--- src/rtl/branch_resolve_ctrl.sv ---
// branch_resolve_ctrl: ID-stage branch resolution for the MIPS-Lite pipeline.
// Decodes BEQ/BNE, selects comparator operand forwarding, stalls while the
// comparator operands are still in flight, and redirects/flushes on a taken branch.
// Optional macro BRANCH_STATS_EN adds saturating taken/not-taken/stall counters.
module branch_resolve_ctrl #(
  parameter logic [5:0]  OP_BEQ = 6'd4,
  parameter logic [5:0]  OP_BNE = 6'd5,
  parameter int unsigned REG_AW = 5
) (
  input  logic              clk,
  input  logic              rst,
  input  logic              id_valid,
  input  logic [5:0]        id_op,
  input  logic [REG_AW-1:0] id_rs,
  input  logic [REG_AW-1:0] id_rt,
  input  logic              ex_regwrite,
  input  logic              ex_memread,
  input  logic [REG_AW-1:0] ex_rd,
  input  logic              mem_regwrite,
  input  logic              mem_memread,
  input  logic [REG_AW-1:0] mem_rd,
  input  logic              cmp_zero,
  output logic [5:0]        cmp_op,
  output logic              fwd_a,
  output logic              fwd_b,
  output logic              stall,
  output logic              pc_src,
  output logic              flush_ifid
`ifdef BRANCH_STATS_EN
  ,
  output logic [15:0]       stat_taken,
  output logic [15:0]       stat_nottaken,
  output logic [15:0]       stat_stalls
`endif
);

  localparam int unsigned CNT_W = 16;

  typedef enum logic [1:0] {
    IDLE         = 2'd0,
    STALL2       = 2'd1,
    RESOLVE_WAIT = 2'd2
  } state_t;

  state_t      r_state;
  state_t      w_state_nxt;
  logic        w_is_br;
  logic        w_exm_a, w_exm_b, w_memm_a, w_memm_b;
  logic [1:0]  w_depth;
  logic        w_stall;
  logic        w_resolve;

  // Branch decode and hazard matching; register 0 never matches.
  always_comb begin
    w_is_br  = id_valid && ((id_op == OP_BEQ) || (id_op == OP_BNE));
    w_exm_a  = ex_regwrite  && (ex_rd  == id_rs) && (id_rs != '0);
    w_exm_b  = ex_regwrite  && (ex_rd  == id_rt) && (id_rt != '0);
    w_memm_a = mem_regwrite && (mem_rd == id_rs) && (id_rs != '0);
    w_memm_b = mem_regwrite && (mem_rd == id_rt) && (id_rt != '0);
    w_depth  = 2'd0;
    if (w_is_br) begin
      if ((w_exm_a || w_exm_b) && ex_memread)
        w_depth = 2'd2;
      else if (w_exm_a || w_exm_b || ((w_memm_a || w_memm_b) && mem_memread))
        w_depth = 2'd1;
    end
  end

  // Next-state and stall/resolve decision.
  always_comb begin
    w_state_nxt = r_state;
    w_stall     = 1'b0;
    w_resolve   = 1'b0;
    case (r_state)
      IDLE, RESOLVE_WAIT: begin
        if (!w_is_br) begin
          w_state_nxt = IDLE;
        end else if (w_depth == 2'd0) begin
          w_resolve   = 1'b1;
          w_state_nxt = IDLE;
        end else begin
          w_stall     = 1'b1;
          w_state_nxt = (w_depth == 2'd2) ? STALL2 : RESOLVE_WAIT;
        end
      end
      STALL2: begin
        w_stall     = 1'b1;
        w_state_nxt = RESOLVE_WAIT;
      end
      default: w_state_nxt = IDLE;
    endcase
  end

  // Mealy outputs, forced low while reset is asserted.
  always_comb begin
    cmp_op     = (w_is_br && !rst) ? id_op : 6'd0;
    fwd_a      = !rst && w_is_br && w_memm_a && !mem_memread && !w_exm_a;
    fwd_b      = !rst && w_is_br && w_memm_b && !mem_memread && !w_exm_b;
    stall      = w_stall && !rst;
    pc_src     = w_resolve && cmp_zero && !rst;
    flush_ifid = w_resolve && cmp_zero && !rst;
  end

  // State register.
  always_ff @(posedge clk) begin
    if (rst) r_state <= IDLE;
    else     r_state <= w_state_nxt;
  end

`ifdef BRANCH_STATS_EN
  logic [CNT_W-1:0] r_taken, r_nottaken, r_stalls;
  localparam logic [CNT_W-1:0] CNT_MAX = '1;

  // Saturating branch/stall statistics.
  always_ff @(posedge clk) begin
    if (rst) begin
      r_taken    <= '0;
      r_nottaken <= '0;
      r_stalls   <= '0;
    end else begin
      if (w_resolve && cmp_zero && (r_taken != CNT_MAX))
        r_taken <= r_taken + CNT_W'(1);
      if (w_resolve && !cmp_zero && (r_nottaken != CNT_MAX))
        r_nottaken <= r_nottaken + CNT_W'(1);
      if (w_stall && (r_stalls != CNT_MAX))
        r_stalls <= r_stalls + CNT_W'(1);
    end
  end

  assign stat_taken    = r_taken;
  assign stat_nottaken = r_nottaken;
  assign stat_stalls   = r_stalls;
`endif

endmodule

--- config.mk ---
export PLATFORM = sky130hd
export DESIGN_NAME = branch_resolve_ctrl
export DESIGN_NICKNAME = d
export VERILOG_FILES = /design/src/rtl/branch_resolve_ctrl.sv
export SDC_FILE = /design/constraint.sdc
export NUM_CORES = 1
export LEC_CHECK = 0
export BUFFER_PORTS_ARGS = -buffer_cell sky130_fd_sc_hd__buf_4
export CAP_MARGIN = 0
export CELL_PAD_IN_SITES_DETAIL_PLACEMENT = 1
export CELL_PAD_IN_SITES_GLOBAL_PLACEMENT = 1
export CORE_MARGIN = 1.5
export CORE_UTILIZATION = 22
export CTS_BUF_LIST = sky130_fd_sc_hd__clkbuf_4
export DETAILED_ROUTE_END_ITERATION = 8
export PLACE_DENSITY = 0.8
export REMOVE_ABC_BUFFERS = 1
export SETUP_SLACK_MARGIN = 0.05
export SLEW_MARGIN = 30
export SYNTH_ARGS = -nofsm -noshare
export SYNTH_HDL_FRONTEND = slang
export SYNTH_SLANG_ARGS = --single-unit
--- constraint.sdc ---
create_clock -name clk -period 1.77 [get_ports clk]
set_input_delay 0.2655 -clock clk [delete_from_list [all_inputs] [get_ports clk]]
set_output_delay 0.2655 -clock clk [all_outputs]
set_load 0.05 [all_outputs]
# Yosys cells after proc, flatten, opt, wreduce, memory -nomap -nowiden
# Cells that the tools add are included.
# Widths: inputs -> output; s select.
# op_classes
add_sub_neg	0
multipliers	0
div	0
n_lt_le_gt_ge	0
eq_ne	9
shifts	0
mux	14
bitwise	0
reduce_logical	34
# ops
operator	n
$logic_and 1x1->1	21
$eq 5x5->1	4
$eq 6x3->1 const B	2
$mux 2	5
$reduce_bool 5->1	2
$mux 1	6
$mux 6	1
$eq 2x2->1 const B	2
$logic_not 1->1	4
$logic_not 2->1	2
$logic_or 1x1->1	4
$pmux 2 s2	1
$eq 2x1->1 const B	1
$pmux 1 s2	1
$reduce_or 2->1	1
# word_totals
register_bits	2
latch_bits	0
ramBits	0
rom_bits	0
inputBits	34
output_inout_bits	11
word_cells	58
mem_count	0

# Depth between registers and ports, before layout
# logic_depth
ltp_word	15
depth_mapped	6
depth_no_buf	6

# Worst setup path after synthesis
# OpenSTA, ideal clock, no wires.
# synth_timing
path_type	input to output
from	in id_rt[1]
to	out fwd_b
arrival_ns	2.633
t_required_ns	1.505
setup_slack_ns	-1.129
cell_stages	4
n_path_buf	0
cell_sequence	or4_1 -> nor2_1 -> nor4_2 -> nor4b_1
# synth_between
elab_chain_cells	6
word_cells_on_any_way	11
classes_between	2 x eq/ne; 9 x reduce/logical
# synth_rtl
element	line_no	rtl
from (decl)	15	input logic [REG_AW-1:0] id_rt,
$eq 5x5->1	59	w_memm_b = mem_regwrite && (mem_rd == id_rt) && (id_rt != '0);
$logic_and 1x1->1 (2 in series)	59	
$logic_and 1x1->1 (2 in series)	98	fwd_b = !rst && w_is_br && w_memm_b && !mem_memread && !w_exm_b;
$logic_and 1x1->1 *	98	
to (decl)	25	output logic fwd_b,
# Mark *: on every way between the ends. The rest lies on a longest branch, timed or not.

# Final worst setup path
# layout_timing
from	in id_rt[1]
to	out flush_ifid
# layout_between
elab_chain_cells	15
word_cells_on_any_way	21
classes_between	2 x eq/ne; 6 x mux; 13 x reduce/logical
# layout_rtl
element	line_no	rtl
$eq 5x5->1	59	
$logic_and 1x1->1 (2 in series)	59	
$logic_or 1x1->1	64	else if (w_exm_a || w_exm_b || ((w_memm_a || w_memm_b) && mem_memread))
$logic_and 1x1->1	64	
$logic_or 1x1->1	64	
$mux 1	64	
$mux 2 *	62	if ((w_exm_a || w_exm_b) && ex_memread)
$mux 2 *	61	if (w_is_br) begin
$logic_not 2->1 *	78	end else if (w_depth == 2'd0) begin
$mux 1 *	78	
$mux 1 *	76	if (!w_is_br) begin
$mux 1 *	74	case (r_state)
$logic_and 1x1->1 * (2 in series)	101	flush_ifid = w_resolve && cmp_zero && !rst;
to (decl)	28	output logic flush_ifid
# Marked as above.

==> results.cfg <==
[timing]
setup_ws_ps = -243
min_period_ps = 2010
fin_crit_sh = 1.14
fmax_mhz = 497
finalSetupViolations = 5
hold_ws_ps = 256
maxSlewViolCount = 0
skew_ps = 5.64
finalHoldViolCount = 0
rsz0062_at_grt = true

[status]
violations = setup timing
status = finished with violations

[route]
avgRoutedWirePerCell_um = 13.7
first_pass_iters = 4
detail-route-antenna-nets = 0
viasPerCell = 4.63
wl_mm = 1.89
drt_iter0_markers = 3
drc = 0
num_vias = 639

[setup_path]
r2r_end = r_state[1]$_SDFF_PP0_
worstPathCellList = buf_8, or4_4, nor2_4, nor4_4, o21ai_2, and4_4, buf_8
timing.rr.start = r_state[0]$_SDFF_PP0_
worstSetupEndpoint = flush_ifid
cp_max_fo = 3
r2r_cells = 3
r2r_slack_ps = 980
crit_slowest_cell = or4_4
crit_top_cell = buf_8
critical_path_class = input port to output pin
cp_slowest_stage_delay_ps = 540
cp.required_ps = 1500
cp-start-kind = input port
crit_arrival_ps = 1750
startpoint = id_rt[1]
end_kind = output pin

[global_routing]
grt_pass1_wl_mm = 3.05
grt_pass1_vias = 665
grt_usage = 0.162
grt.overflow.total = 0
antenna_found_initial = 0
grt_start_max_net_pins = 5

[clocking]
cts_buffers = 3
h-tree-depth = 1
postCtsHoldBufs = 0
clk_latency_ps = 230
cts_tree = built
cts_buffer_depth = 2
clock_sinks = 2
cts.reportedPaths.clkPinSlew_ps = 30
clock_tree.root_cell = clkbuf_4

[synth]
async_flop_share = 0
synth_area_leaders = xnor2_1 21%, xor2_1 14%, dfxtp_1 8.0%, buf_4 7.5%, nor4b_1 5.2%
ys_seq_area_frac = 0.0800
syn_area_per_cell_um2 = 8.63
synthFlopType = dfxtp_1
ys_seq_elements = 2
synth_top_area_frac = 0.210
syn_area_um2 = 500
synth-edff-count = 0
yosysWarnings = 0
yosysUniqueCellTypes = 26
synth_cells = 58
synth_top_cell_by_area = xnor2_1

[floorplan]
start_util = 0.231
ioPinCount = 45
die-area_um2 = 2570
die_w_um = 50.7
core-area_um2 = 2170
die_h_um = 50.7
row_count = 17

[layout]
top_register = r_state
n_fill_cell = 253
fin_nets = 146
antenna_cells = 0
layout-drive-gt1-share = 0.700
fin_util = 0.517
finalNonFillerCells = 138
largest_register_ffs = 2
area_growth_pct = 124
largest_registers = r_state (2)

[pwr]
powerDensity_nw_per_um2 = 316
leakage_uw = 0.000471
vdd_ir_drop_max_mv = 0.201
p_total_uw = 354

[placement]
dp.cells = 129
hpwl_mm = 1.48
place_congestion = 0.737
portBuffers = 40

[min_path]
hold_class = input port to flop

[flow_run]
cap_violations = 0
## cells by family after synthesis
kind of cell,count (synthesis),share of synthesized area
compound gates,4,0.0700
flops,2,0.0800
simple gates,24,0.390
buf+inv,6,0.0825
mux,1,0.0200
other cells,1,0.00749
xor+xnor,20,0.350
## layer usage
layer | global-route usage | wire (um) | vias up
li1 | - | - | 307
met1 | 0.148 | 643 | 299
met2 | 0.338 | 1120 | 31
met3 | 0.0446 | 118 | 2
met4 | 0.0450 | 9 | 0
met5 | 0 | 0 | -
## per-stage QoR
step | worst slack, ps | TNS (ps) | instance area [um2]
floorplan | -1130 | -3600 | 474
global placement | -230 | -1180 | 847
detailed placement | -343 | -1710 | 847
CTS | -256 | -1110 | 1080
global route | -294 | -1380 | 1120
finish | -243 | -1070 | 1120
## worst max-delay path: cells and delay by family
kind / cells / cell delay [ps]
and+or+nand+nor: 4 / 1030
buffers and inverters: 2 / 250
AOI/OAI and AO/OA: 1 / 190
## cells in the mapped netlist (all sizes together) (2+ instances only)
cell    n
nor4b   3
nor4    4
xor2    8
or4     2
dfxtp   2
nor2    5
buf     5
xnor2  12
nand4   4
## placed cells by master (no fill, tap or decap), types with 2 or more instances in the layout
cell type  instances
nor2_4             3
xor2_1             8
buf_6              9
xnor2_2            5
nor4_4             4
nor2_1             2
clkbuf_4           3
nand4_1            4
dfxtp_1            2
nor4b_4            2
buf_4             36
conb_1             4
or4_4              2
xnor2_1            7
buf_8              6
## how the worst min path moves through the flow
stage                     from               endpoint  depth (start not counted)  slack, ps
after floorplan            rst  r_state[1]$_SDFF_PP0_                          1        360
after global placement     rst  r_state[1]$_SDFF_PP0_                          2        480
after detailed placement   rst  r_state[1]$_SDFF_PP0_                          2        480
after CTS                  rst  r_state[1]$_SDFF_PP0_                          2        240
after global routing       rst  r_state[1]$_SDFF_PP0_                          2        260
final                      rst  r_state[1]$_SDFF_PP0_                          2        260
## cell type report
cell class / instances / area (um2) / area share
Clock buffer: 3 / 22.5 / 0.0201
Inverter: 1 / 6.26 / 0.00558
Multi-Input combinational cell: 53 / 556 / 0.496
Sequential cell: 2 / 40.0 / 0.0357
Tap cell: 28 / 35.0 / 0.0312
Timing Repair Buffer: 51 / 462 / 0.412
## power by group
group,internal [uW],switching [uW]
logic,108,94.4
clock network,75.2,31.2
registers,45.4,0.00768
## repair_timing
item                                    CTS  global route
gates resized for setup                  38             5
endpoints found under the setup margin    7             7
pin swaps                                17             9
cloned                                    0             0
buffers inserted                          5             1
(Power assumes the default switching activity.)
